`src/rtl/synth_pkg.sv`:
```
// ---------------------------------------------------------------------------
// synth_pkg
// Shared constants, mixer FSM state type and the quarter-wave sine table
// generator used by the voice mixer and its ROM.
// No ports (package).
// ---------------------------------------------------------------------------
package synth_pkg;

  localparam int NUM_VOICES = 8;   // voices scanned per audio sample
  localparam int PHASE_W    = 32;  // phase accumulator word width
  localparam int LUT_ADDR_W = 8;   // quarter-wave ROM address width
  localparam int SAMPLE_W   = 16;  // signed mixed sample width
  localparam int ACC_W      = SAMPLE_W + 3;
  localparam int ROM_W      = SAMPLE_W - 1;
  localparam int ROM_DEPTH  = 1 << LUT_ADDR_W;
  localparam int VIDX_W     = $clog2(NUM_VOICES);
  // Phase bits that matter: 2 quadrant bits plus the ROM index bits
  localparam int SNAP_W     = LUT_ADDR_W + 2;
  localparam int SAMPLE_MAX = (1 << (SAMPLE_W - 1)) - 1;

  typedef enum logic [1:0] {
    IDLE  = 2'd0,
    SCAN  = 2'd1,
    DRAIN = 2'd2,
    OUT   = 2'd3
  } mixer_state_t;

  // round(SAMPLE_MAX * sin(pi/2 * (entry + 0.5) / ROM_DEPTH)), evaluated at
  // elaboration. The Taylor series is carried far enough (x^23) that the
  // truncation error is far below the rounding step.
  function automatic logic [ROM_W-1:0] quarter_sine(input int entry);
    real x;
    real term;
    real sum;
    x    = 1.5707963267948966 * (real'(entry) + 0.5) / real'(ROM_DEPTH);
    term = x;
    sum  = x;
    for (int n = 1; n <= 11; n++) begin
      term = -term * x * x / real'((2 * n) * (2 * n + 1));
      sum  = sum + term;
    end
    return ROM_W'($rtoi(real'(SAMPLE_MAX) * sum + 0.5));
  endfunction

endpackage

```
`src/rtl/sine_quarter_rom.sv`:
```
// ---------------------------------------------------------------------------
// sine_quarter_rom
// 256 x 15-bit quarter-wave sine table with a registered read port
// (one clock of latency). Contents are computed at elaboration.
// Ports:
//   clk_in   - system clock
//   rst_in   - asynchronous, active-high reset (clears the read register)
//   addr_in  - table address
//   data_out - unsigned sine magnitude for the address of the previous clock
// ---------------------------------------------------------------------------
module sine_quarter_rom
  import synth_pkg::*;
(
  input  logic                  clk_in,
  input  logic                  rst_in,
  input  logic [LUT_ADDR_W-1:0] addr_in,
  output logic [ROM_W-1:0]      data_out
);

  logic [ROM_W-1:0] table_s [ROM_DEPTH];
  logic [ROM_W-1:0] data_q;

  for (genvar g = 0; g < ROM_DEPTH; g++) begin : g_entry
    localparam logic [ROM_W-1:0] ENTRY = quarter_sine(g);
    assign table_s[g] = ENTRY;
  end

  // Registered table read
  always_ff @(posedge clk_in or posedge rst_in) begin
    if (rst_in) begin
      data_q <= {ROM_W{1'b0}};
    end else begin
      data_q <= table_s[addr_in];
    end
  end

  assign data_out = data_q;

endmodule

```
`src/rtl/sine_voice_mixer.sv`:
```
// ---------------------------------------------------------------------------
// sine_voice_mixer
// On each audio sample tick, snapshots the voice phases and gates, turns each
// gated voice into a signed sine sample through one shared quarter-wave ROM,
// sums them and presents one scaled signed sample with a one-cycle valid.
// Latency from the tick edge to sample_valid_out is 11 clocks.
// Build option: define MIXER_SAT_EN for sum>>>1 with saturation to
// +/-32767; by default the output is sum>>>3 (never clips).
// Ports:
//   clk_in           - system clock
//   rst_in           - asynchronous, active-high reset
//   sample_tick_in   - one-cycle audio-rate strobe
//   gate_in          - per-voice active flags
//   phase_in         - per-voice accumulated phase
//   sample_out       - signed mixed sample, held between updates
//   sample_valid_out - one-cycle pulse when sample_out updates
//   busy_out         - high while a mix is in progress
//   overrun_out      - sticky: a tick arrived while busy
// ---------------------------------------------------------------------------
module sine_voice_mixer
  import synth_pkg::*;
(
  input  logic                                clk_in,
  input  logic                                rst_in,
  input  logic                                sample_tick_in,
  input  logic [NUM_VOICES-1:0]               gate_in,
  input  logic [NUM_VOICES-1:0][PHASE_W-1:0]  phase_in,
  output logic signed [SAMPLE_W-1:0]          sample_out,
  output logic                                sample_valid_out,
  output logic                                busy_out,
  output logic                                overrun_out
);

  localparam logic [VIDX_W-1:0] LAST_VOICE = VIDX_W'(NUM_VOICES - 1);
  localparam logic [VIDX_W-1:0] DRAIN_LAST = VIDX_W'(1);

  mixer_state_t                       state_q, state_d;
  logic [VIDX_W-1:0]                  idx_q, idx_d;
  logic [NUM_VOICES-1:0][SNAP_W-1:0]  snap_q, snap_d;
  logic [NUM_VOICES-1:0]              gate_snap_q;
  logic                               start_s;
  logic                               unused_phase_s;
  logic [SNAP_W-1:0]                  cur_s;
  logic [LUT_ADDR_W-1:0]              rom_addr_s;
  logic [ROM_W-1:0]                   rom_data_s;
  logic                               pipe_vld_q, pipe_sign_q, pipe_gate_q;
  logic signed [ACC_W-1:0]            mag_s, contrib_s, acc_q, acc_d;
  logic signed [SAMPLE_W-1:0]         scaled_s, sample_q;
  logic                               valid_q, busy_q, overrun_q;

  assign start_s = (state_q == IDLE) && sample_tick_in;

  // Keep only the quadrant and ROM index bits of each phase; the fractional
  // bits below the ROM index never influence the output.
  always_comb begin
    unused_phase_s = 1'b0;
    for (int v = 0; v < NUM_VOICES; v++) begin
      snap_d[v]      = phase_in[v][PHASE_W-1 -: SNAP_W];
      unused_phase_s = unused_phase_s ^ (^phase_in[v][PHASE_W-SNAP_W-1:0]);
    end
  end

  // Odd quadrants run the quarter table backwards
  assign cur_s      = snap_q[idx_q];
  assign rom_addr_s = cur_s[LUT_ADDR_W] ? ~cur_s[LUT_ADDR_W-1:0] : cur_s[LUT_ADDR_W-1:0];

  sine_quarter_rom u_rom (
    .clk_in   (clk_in),
    .rst_in   (rst_in),
    .addr_in  (rom_addr_s),
    .data_out (rom_data_s)
  );

  // Sign and gate of the ROM word currently on rom_data_s
  assign mag_s = {{(ACC_W - ROM_W){1'b0}}, rom_data_s};

  // Signed voice contribution
  always_comb begin
    contrib_s = {ACC_W{1'b0}};
    if (!pipe_gate_q) begin
      contrib_s = {ACC_W{1'b0}};
    end else if (pipe_sign_q) begin
      contrib_s = -mag_s;
    end else begin
      contrib_s = mag_s;
    end
  end

  // FSM next state and voice / drain counter
  always_comb begin
    state_d = state_q;
    idx_d   = idx_q;
    case (state_q)
      IDLE: begin
        if (sample_tick_in) begin
          state_d = SCAN;
          idx_d   = {VIDX_W{1'b0}};
        end else begin
          state_d = IDLE;
        end
      end
      SCAN: begin
        if (idx_q == LAST_VOICE) begin
          state_d = DRAIN;
          idx_d   = {VIDX_W{1'b0}};
        end else begin
          idx_d   = idx_q + VIDX_W'(1);
        end
      end
      // Two cycles: the last ROM read lands, then the last add settles
      DRAIN: begin
        if (idx_q == DRAIN_LAST) begin
          state_d = OUT;
          idx_d   = {VIDX_W{1'b0}};
        end else begin
          idx_d   = idx_q + VIDX_W'(1);
        end
      end
      OUT: begin
        state_d = IDLE;
      end
      default: begin
        state_d = IDLE;
        idx_d   = {VIDX_W{1'b0}};
      end
    endcase
  end

  // Accumulator next value
  always_comb begin
    acc_d = acc_q;
    if (start_s) begin
      acc_d = {ACC_W{1'b0}};
    end else if (pipe_vld_q) begin
      acc_d = acc_q + contrib_s;
    end else begin
      acc_d = acc_q;
    end
  end

`ifdef MIXER_SAT_EN
  localparam logic signed [ACC_W-2:0] SAT_HI = (ACC_W - 1)'(SAMPLE_MAX);
  logic signed [ACC_W-2:0] half_s;

  // Gain of 4 relative to the default build, clipped symmetrically
  always_comb begin
    half_s = (ACC_W - 1)'(acc_q >>> 1);
    if (half_s > SAT_HI) begin
      scaled_s = SAMPLE_W'(SAMPLE_MAX);
    end else if (half_s < -SAT_HI) begin
      scaled_s = SAMPLE_W'(-SAMPLE_MAX);
    end else begin
      scaled_s = SAMPLE_W'(half_s);
    end
  end
`else
  // Eight full-scale voices shifted down by 3 fit exactly in +/-32767
  always_comb begin
    scaled_s = SAMPLE_W'(acc_q >>> 3);
  end
`endif

  // FSM, counter and accumulator registers
  always_ff @(posedge clk_in or posedge rst_in) begin
    if (rst_in) begin
      state_q <= IDLE;
      idx_q   <= {VIDX_W{1'b0}};
      acc_q   <= {ACC_W{1'b0}};
    end else begin
      state_q <= state_d;
      idx_q   <= idx_d;
      acc_q   <= acc_d;
    end
  end

  // Input snapshot, taken only when a tick is accepted
  always_ff @(posedge clk_in or posedge rst_in) begin
    if (rst_in) begin
      snap_q      <= {(NUM_VOICES * SNAP_W){1'b0}};
      gate_snap_q <= {NUM_VOICES{1'b0}};
    end else if (start_s) begin
      snap_q      <= snap_d;
      gate_snap_q <= gate_in;
    end else begin
      snap_q      <= snap_q;
      gate_snap_q <= gate_snap_q;
    end
  end

  // Sign/gate pipeline aligned with the ROM's one-clock read latency
  always_ff @(posedge clk_in or posedge rst_in) begin
    if (rst_in) begin
      pipe_vld_q  <= 1'b0;
      pipe_sign_q <= 1'b0;
      pipe_gate_q <= 1'b0;
    end else begin
      pipe_vld_q  <= (state_q == SCAN);
      pipe_sign_q <= cur_s[SNAP_W-1];
      pipe_gate_q <= gate_snap_q[idx_q];
    end
  end

  // Output registers: the sample is loaded on the edge entering OUT so the
  // valid pulse coincides with the OUT cycle.
  always_ff @(posedge clk_in or posedge rst_in) begin
    if (rst_in) begin
      sample_q  <= {SAMPLE_W{1'b0}};
      valid_q   <= 1'b0;
      busy_q    <= 1'b0;
      overrun_q <= 1'b0;
    end else begin
      sample_q  <= (state_d == OUT) ? scaled_s : sample_q;
      valid_q   <= (state_d == OUT);
      busy_q    <= (state_d != IDLE);
      overrun_q <= overrun_q | (sample_tick_in && (state_q != IDLE));
    end
  end

  assign sample_out       = sample_q;
  assign sample_valid_out = valid_q;
  assign busy_out         = busy_q;
  assign overrun_out      = overrun_q;

endmodule

```
`config.mk`:
```
export PLATFORM = sky130hd
export DESIGN_NAME = sine_voice_mixer
export DESIGN_NICKNAME = d
export VERILOG_FILES = /design/src/rtl/synth_pkg.sv /design/src/rtl/sine_quarter_rom.sv /design/src/rtl/sine_voice_mixer.sv
export SDC_FILE = /design/constraint.sdc
export NUM_CORES = 1
export LEC_CHECK = 0
export ABC_AREA = 1
export ABC_CLOCK_PERIOD_IN_PS = 5700
export CAP_MARGIN = 5
export CORE_UTILIZATION = 25
export CTS_BUF_LIST = sky130_fd_sc_hd__clkbuf_4
export DETAILED_ROUTE_END_ITERATION = 7
export PLACE_DENSITY = 0.47
export SETUP_SLACK_MARGIN = 0.15
export SYNTH_ARGS = -nofsm -noshare
export SYNTH_HDL_FRONTEND = slang
export SYNTH_SLANG_ARGS = --single-unit
export TNS_END_PERCENT = 100
```
`constraint.sdc`:
```
create_clock -name clk_in -period 5.7 [get_ports clk_in]
set_clock_uncertainty 0.2 [all_clocks]
set_input_delay 1.14 -clock clk_in [delete_from_list [all_inputs] [get_ports clk_in]]
set_output_delay 1.14 -clock clk_in [all_outputs]
set_load 0.1 [all_outputs]
```
==> results.sh, run 1 <==
export IMPL_avgRoutedWirePerCell_um=19.7
export IMPL_critical_path_class="reg2reg"
export IMPL_slowest_delay_ns=0.54
export IMPL_holdCritPathClass="reg2reg"
export IMPL_nFillCells=5318
export IMPL_tns_ns=0
export IMPL_worstSetupStartpointType="flip-flop"
export IMPL_place_congestion=0.945
export IMPL_port_buffers=109
export IMPL_finalSetupViolations=0
export IMPL_grt_max_degree=95
export IMPL_multi_input_area_mm2=0.00703
export IMPL_finalMaxSlewViolations=0
export IMPL_netlist_instances=1833
export IMPL_violations="design-rule violations"
export IMPL_ys_warnings_count=0
export IMPL_critPathBufInv=5
export IMPL_cts_setup_buffers=0
export IMPL_grt_pass1_vias=12421
export IMPL_status="finished with violations"
export IMPL_fin_crit_sh_pct=76.6
export IMPL_yosysTopAreaCell="dfrtp_1"
export IMPL_clock_latency_ns=0.60
export IMPL_post_place_ws_ns=1.40
export IMPL_cts_sinks=149
export IMPL_io_pins=286
export IMPL_gr_usage_all_layers_pct=21.0
export IMPL_die_w_um=220
export IMPL_crit_top_cell="nand2_1"
export IMPL_slew_headroom_pct=31.4
export IMPL_utilization_pct=29.1
export IMPL_power_density_mw_per_mm2=420
export IMPL_ff_latch_area_mm2=0.00373
export IMPL_rows=79
export IMPL_synth_area_leaders="dfrtp_1 31%, nand2_1 22%, nand3_1 9.3%"
export IMPL_end_kind="flip-flop"
export IMPL_grt_first_pass_wirelength_mm=76.6
export IMPL_dr_first_iter_drc_count=1099
export IMPL_cts_resized=0
export IMPL_drt_vias_per_instance=4.97
export IMPL_design_power_total_mw=5.72
export IMPL_fin_nets=2216
export IMPL_final_cell_area_mm2=0.0136
export IMPL_core_mm2=0.0468
export IMPL_hold_viol=0
export IMPL_ir_drop_v=0.000157
export IMPL_die_area_mm2=0.0485
export IMPL_routed_via_count=12540
export IMPL_syn_area_mm2=0.0119
export IMPL_htreeDepth=4
export IMPL_synth_seq_area_share_pct=31.3
export IMPL_regToRegSetupSlack_ns=1.33
export IMPL_worst_ep_required_time_ns=5.99
export IMPL_yosysTopAreaCellShare_pct=31.3
export IMPL_initial_core_util_pct=25.5
export IMPL_antenna_found_initial=1
export IMPL_crit_chain="buf_4 -> nand3_1 -> nand2_1 -> nand2_1 -> nand2_1 -> buf_4 -> nand2_4 -> nand2_4 -> ha_1 -> inv_1 -> nand2_1 -> nand2_1 -> nand2_1 -> nand2_1 -> nand2_1 -> inv_1 -> nand2_1 -> nand2_1 -> nand2_1 -> inv_1 -> nand2_1"
export IMPL_first_pass_iters=8
export IMPL_cap_violations=0
export IMPL_ys_ff_latch=149
export IMPL_mostFrequentLayoutCell="nand2_1"
export IMPL_cts_tree="yes"
export IMPL_slowest_stage="ha_1"
export IMPL_gr_total_overflow=0
export IMPL_rsz0062_at_grt="no"
export IMPL_synth_edff_count=0
export IMPL_synthFlopType="dfrtp_1"
export IMPL_cellLeakagePower_nw=6.79
export IMPL_ys_types=47
export IMPL_holdWs_ns=0.287
export IMPL_hold_buffers=0
export IMPL_clkTransAtPathRegs_ns=0.14
export IMPL_drive_above_1_share_pct=7.41
export IMPL_max_freq_ghz=0.229
export IMPL_worst_slew_pin_slew_ns=1.03
export IMPL_dp_cells=2493
export IMPL_syn_nets=2144
export IMPL_placed_area_mm2=0.0134
export IMPL_final_cell_count_no_fill=2524
export IMPL_drc=6
export IMPL_cts_made_buffers=17
export IMPL_fin_ws_ns=1.33
export IMPL_cts_buffer_depth=2
export IMPL_critPathTopFamily="simple AND/OR/NAND/NOR gates"
export IMPL_arrival_ns=4.66
export IMPL_mostFrequentLayoutCells="708 x nand2_1, 221 x nand3_1, 149 x dfrtp_1, 143 x inv_1, 138 x o21ai_0"
export IMPL_synthArstFlopShare_pct=100
export IMPL_dp_hpwl_mm=36.7
export IMPL_avgSynthCellArea_um2=6.49
export IMPL_critPathMaxFanout=31
export IMPL_die_h_um=220
export IMPL_fin_crit_ns=4.37
export IMPL_cts_root_buf="clkbuf_4"
export IMPL_drt_total_wl_mm=49.7
export IMPL_area_growth_pct=14.5
export IMPL_drtAntennaViolNets=0
## tightest hold or removal path: cells and delay by family, from the launching register on
kind,cells,cell delay [ns]
flip-flops,1,0.36
AND/OR/NAND/NOR,2,0.10
## cells in the mapped netlist, types with 2 or more instances
cell,number
o22ai_1,5
inv_1,145
o21bai_1,3
o21ai_0,138
buf_12,3
o31ai_1,4
clkbuf_1,20
ha_1,43
nand4_1,12
xor2_1,4
nor3_1,11
nand2_2,25
nand3_2,4
a31oi_1,7
buf_1,10
buf_2,23
a21oi_1,88
inv_2,6
a32o_1,2
dfrtp_1,149
xor2_4,2
and3_1,2
o221ai_1,3
buf_6,13
nand3_1,221
nand2_4,8
or2_2,3
o21ai_1,10
nand3b_1,3
buf_4,17
nor2_2,10
nand2_1,708
nor2_4,4
o211ai_1,10
nor2_1,91
mux2_2,15
## registers in the layout, indices dropped and copies added, names as in the netlist, 2 cells and up
signal,flops
gate_snap_q,8
u_rom.data_out,15
state_q,2
snap_q,80
idx_q,3
acc_q,19
sample_out,16
## path summary, 6_finish.rpt
kind	from	depth (start not counted)	end
worst min-delay path	snap_q[19]$_DFFE_PP0P_	2	snap_q[19]$_DFFE_PP0P_
worst max register to register	idx_q[1]$_DFFE_PP0P_	21	u_rom.data_out[1]$_DFF_PP0_
worst min register to register	snap_q[19]$_DFFE_PP0P_	2	snap_q[19]$_DFFE_PP0P_
max in group asynchronous	rst_in	3	acc_q[13]$_DFFE_PP0P_
min in group asynchronous	rst_in	2	snap_q[22]$_DFFE_PP0P_
worst max-delay path	idx_q[1]$_DFFE_PP0P_	21	u_rom.data_out[1]$_DFF_PP0_
## kinds of logic (layout without fill, tap and decap cells)
kind of cell	Yosys count	after routing	synth area share (%)
other	0	1	0
and+or+nand+nor	1102	1102	39.3
xor gates and xnor gates	8	8	1.12
adders and majority gates	44	44	4.69
buffers and inverters	239	322	9.66
muxes	16	16	1.50
DFF	149	149	31.3
AOI/OAI and AO/OA	275	275	12.4
## report_power, final
part	switching (mW)	total, mW	internal (mW)
registers	0.132	1.39	1.26
clock network	0.403	0.574	0.171
logic	2.72	3.76	1.04
## per-layer routing
metal	routed length, um	track usage, %	up-vias	part of all wire [%]
met5	0	0	-	0
met1	22700	28.3	5930	46
met3	2640	3.19	87	5.3
met2	22600	33.5	431	45
met4	1730	8.25	0	3.5
li1	-	-	6092	-
## area by class of cell
class,count,share of cell area (%)
tap,607,5.57
multi-input combinational,1445,51.6
inverter,152,4.26
clock inverter,11,0.468
sequential,149,27.4
timing repair buffer,140,9.71
clock buffer,19,1.05
antenna,1,0.0184
Power figures use the tool's default switching activity.
==> inputs of run 2 (changes only) <==
- ABC_CLOCK_PERIOD_IN_PS: 5700 -> 3700
- PLACE_DENSITY: 0.47 -> 0.49
- clock period: 5.7 -> 3.7 ns (I/O delays scaled with it)
==> run 2 against run 1 <==
  * The run still ends with design-rule violations left
  * Count of clock-buffer cells in the layout fell by 1
  * Total power grew 68%
  * Final area is 6.3% higher
  * Global-route usage is 1.0 points higher
  * Combinational power is 72% higher
  * Setup slack worse by 1.0 ns
  * Critical path depth is 2 higher
  * Non-clock buffer count grew 69
  * Via count up 3.5%
  * Flip-flop and latch count stayed put
  * Critical path type unchanged
  * Critical endpoint unchanged
==> results.sh, run 2 (synthesized netlist as in run 1, its figures left out) <==
export IMPL_ir_drop_v=0.000219
export IMPL_cts_tree="yes"
export IMPL_largest_reg_flops=80
export IMPL_gr_total_overflow=0
export IMPL_rows=79
export IMPL_core_mm2=0.0468
export IMPL_multi_input_area_mm2=0.00717
export IMPL_routed_via_count=12981
export IMPL_io_pins=286
export IMPL_violations="design-rule violations"
export IMPL_fin_ws_ns=0.313
export IMPL_cts_made_buffers=17
export IMPL_dp_cells=2559
export IMPL_holdCritPathClass="reg2reg"
export IMPL_cap_violations=0
export IMPL_initial_core_util_pct=25.5
export IMPL_utilization_pct=31.0
export IMPL_final_cell_count_no_fill=2596
export IMPL_clkTransAtPathRegs_ns=0.12
export IMPL_clock_latency_ns=0.57
export IMPL_grt_max_degree=105
export IMPL_ff_latch_area_mm2=0.00373
export IMPL_worstSetupStartpointType="flip-flop"
export IMPL_tns_ns=0
export IMPL_die_w_um=220
export IMPL_critical_path_class="reg2reg"
export IMPL_antenna_found_initial=2
export IMPL_port_buffers=109
export IMPL_finalMaxSlewViolations=0
export IMPL_grt_pass1_vias=12715
export IMPL_slew_headroom_pct=33.5
export IMPL_critPathMaxFanout=15
export IMPL_die_h_um=220
export IMPL_arrival_ns=3.67
export IMPL_die_area_mm2=0.0485
export IMPL_htreeDepth=4
export IMPL_cts_buffer_depth=2
export IMPL_fin_crit_sh_pct=91.5
export IMPL_fin_crit_ns=3.39
export IMPL_design_power_total_mw=9.62
export IMPL_dp_hpwl_mm=40.2
export IMPL_hold_viol=0
export IMPL_worst_ep_required_time_ns=3.98
export IMPL_area_growth_pct=21.6
export IMPL_grt_first_pass_wirelength_mm=78.8
export IMPL_drc=12
export IMPL_gr_usage_all_layers_pct=22.0
export IMPL_cts_root_buf="clkbuf_4"
export IMPL_finalSetupViolations=0
export IMPL_mostFrequentLayoutCells="699 x nand2_1, 218 x nand3_1, 147 x dfrtp_1, 141 x inv_1, 136 x o21ai_0"
export IMPL_dr_first_iter_drc_count=1138
export IMPL_mostFrequentLayoutCell="nand2_1"
export IMPL_drive_above_1_share_pct=12.8
export IMPL_hold_buffers=0
export IMPL_status="finished with violations"
export IMPL_end_kind="flip-flop"
export IMPL_avgRoutedWirePerCell_um=20.2
export IMPL_power_density_mw_per_mm2=665
export IMPL_fin_nets=2285
export IMPL_post_place_ws_ns=0.0957
export IMPL_drtAntennaViolNets=0
export IMPL_cts_sinks=149
export IMPL_worst_slew_pin_slew_ns=0.994
export IMPL_max_freq_ghz=0.295
export IMPL_drt_total_wl_mm=52.5
export IMPL_place_congestion=0.970
export IMPL_cellLeakagePower_nw=7.22
export IMPL_drt_vias_per_instance=5.00
export IMPL_largest_register="snap_q"
export IMPL_rsz0062_at_grt="yes"
export IMPL_nFillCells=5232
export IMPL_first_pass_iters=8
==> run 2: cell types whose count changed in the layout (fill, tap and decap cells not counted), sizes merged <==
cell,before,now
buf,31,108
bufbuf,0,1
bufinv,0,2
clkbuf,19,18
clkdlybuf4s50,109,100
clkinvlp,3,4
diode,1,2
==> run 2: where the power goes <==
part	total (mW)	switching [mW]	internal (mW)
Sequential	2.15	0.218	1.94
Clock	1.01	0.610	0.402
Combinational	6.46	4.49	1.97
==> run 2: metrics by stage <==
stage               hold slack [ns]  instance area [um2]
detailed placement            0.260                14000
finish                        0.289                14500
floorplan                     0.244                11900
global route                  0.314                14500
CTS                           0.293                14400
global placement              0.260                14000
==> run 2: layout make-up <==
type	instances	area share, %
Multi-Input combinational cell	1445	49.5
Inverter	152	4.02
Sequential cell	149	25.8
Antenna cell	2	0.0346
Timing Repair Buffer	209	13.5
Clock inverter	14	0.933
Clock buffer	18	0.933
Tap cell	607	5.24
==> run 2: path summary, 6_finish.rpt <==
path                       slack [ns]  cells past startpoint                     endpoint                  startpoint
min in group asynchronous        0.38                      2       snap_q[78]$_DFFE_PP0P_                      rst_in
hold reg to reg                  0.29                      2   gate_snap_q[6]$_DFFE_PP0P_  gate_snap_q[6]$_DFFE_PP0P_
setup / recovery                 0.31                     23  u_rom.data_out[1]$_DFF_PP0_        idx_q[0]$_DFFE_PP0P_
hold / removal                   0.29                      2   gate_snap_q[6]$_DFFE_PP0P_  gate_snap_q[6]$_DFFE_PP0P_
max in group asynchronous        2.28                      3   gate_snap_q[0]$_DFFE_PP0P_                      rst_in
setup reg to reg                 0.31                     23  u_rom.data_out[1]$_DFF_PP0_        idx_q[0]$_DFFE_PP0P_
==> run 2: metal layers <==
layer,global-route usage (%),wire length [um]
met1,28.7,23100
met2,35.2,23600
met3,4.19,3440
met4,9.66,2330
met5,0,0
==> run 2: timing repair <==
| item | CTS | global route |
|---|---|---|
| setup endpoints to repair | 9 | 19 |
| endpoints found under the hold margin | 0 | 0 |
| gates resized for setup | 15 | 28 |
| buffers inserted | 0 | 2 |
| cloned | 1 | 0 |
| pin swaps | 0 | 2 |
==> run 2: critical path: stages (launching register included) <==
cell     delay (ns)
dfrtp_2        0.47
inv_4          0.16
buf_4          0.22
nand2_1        0.07
nand3_1        0.09
nand2_1        0.06
nand2_1        0.05
nand2_1        0.07
nand2_1        0.08
nand2_2        0.06
ha_1           0.38
inv_1          0.26
nand2_1        0.15
nand2_1        0.21
nand2_1        0.14
nand2_1        0.10
nand2_1        0.05
nand2_1        0.06
inv_1          0.03
nand2_1        0.06
nand2_1        0.05
nand2_1        0.07
inv_1          0.04
nand2_2        0.15
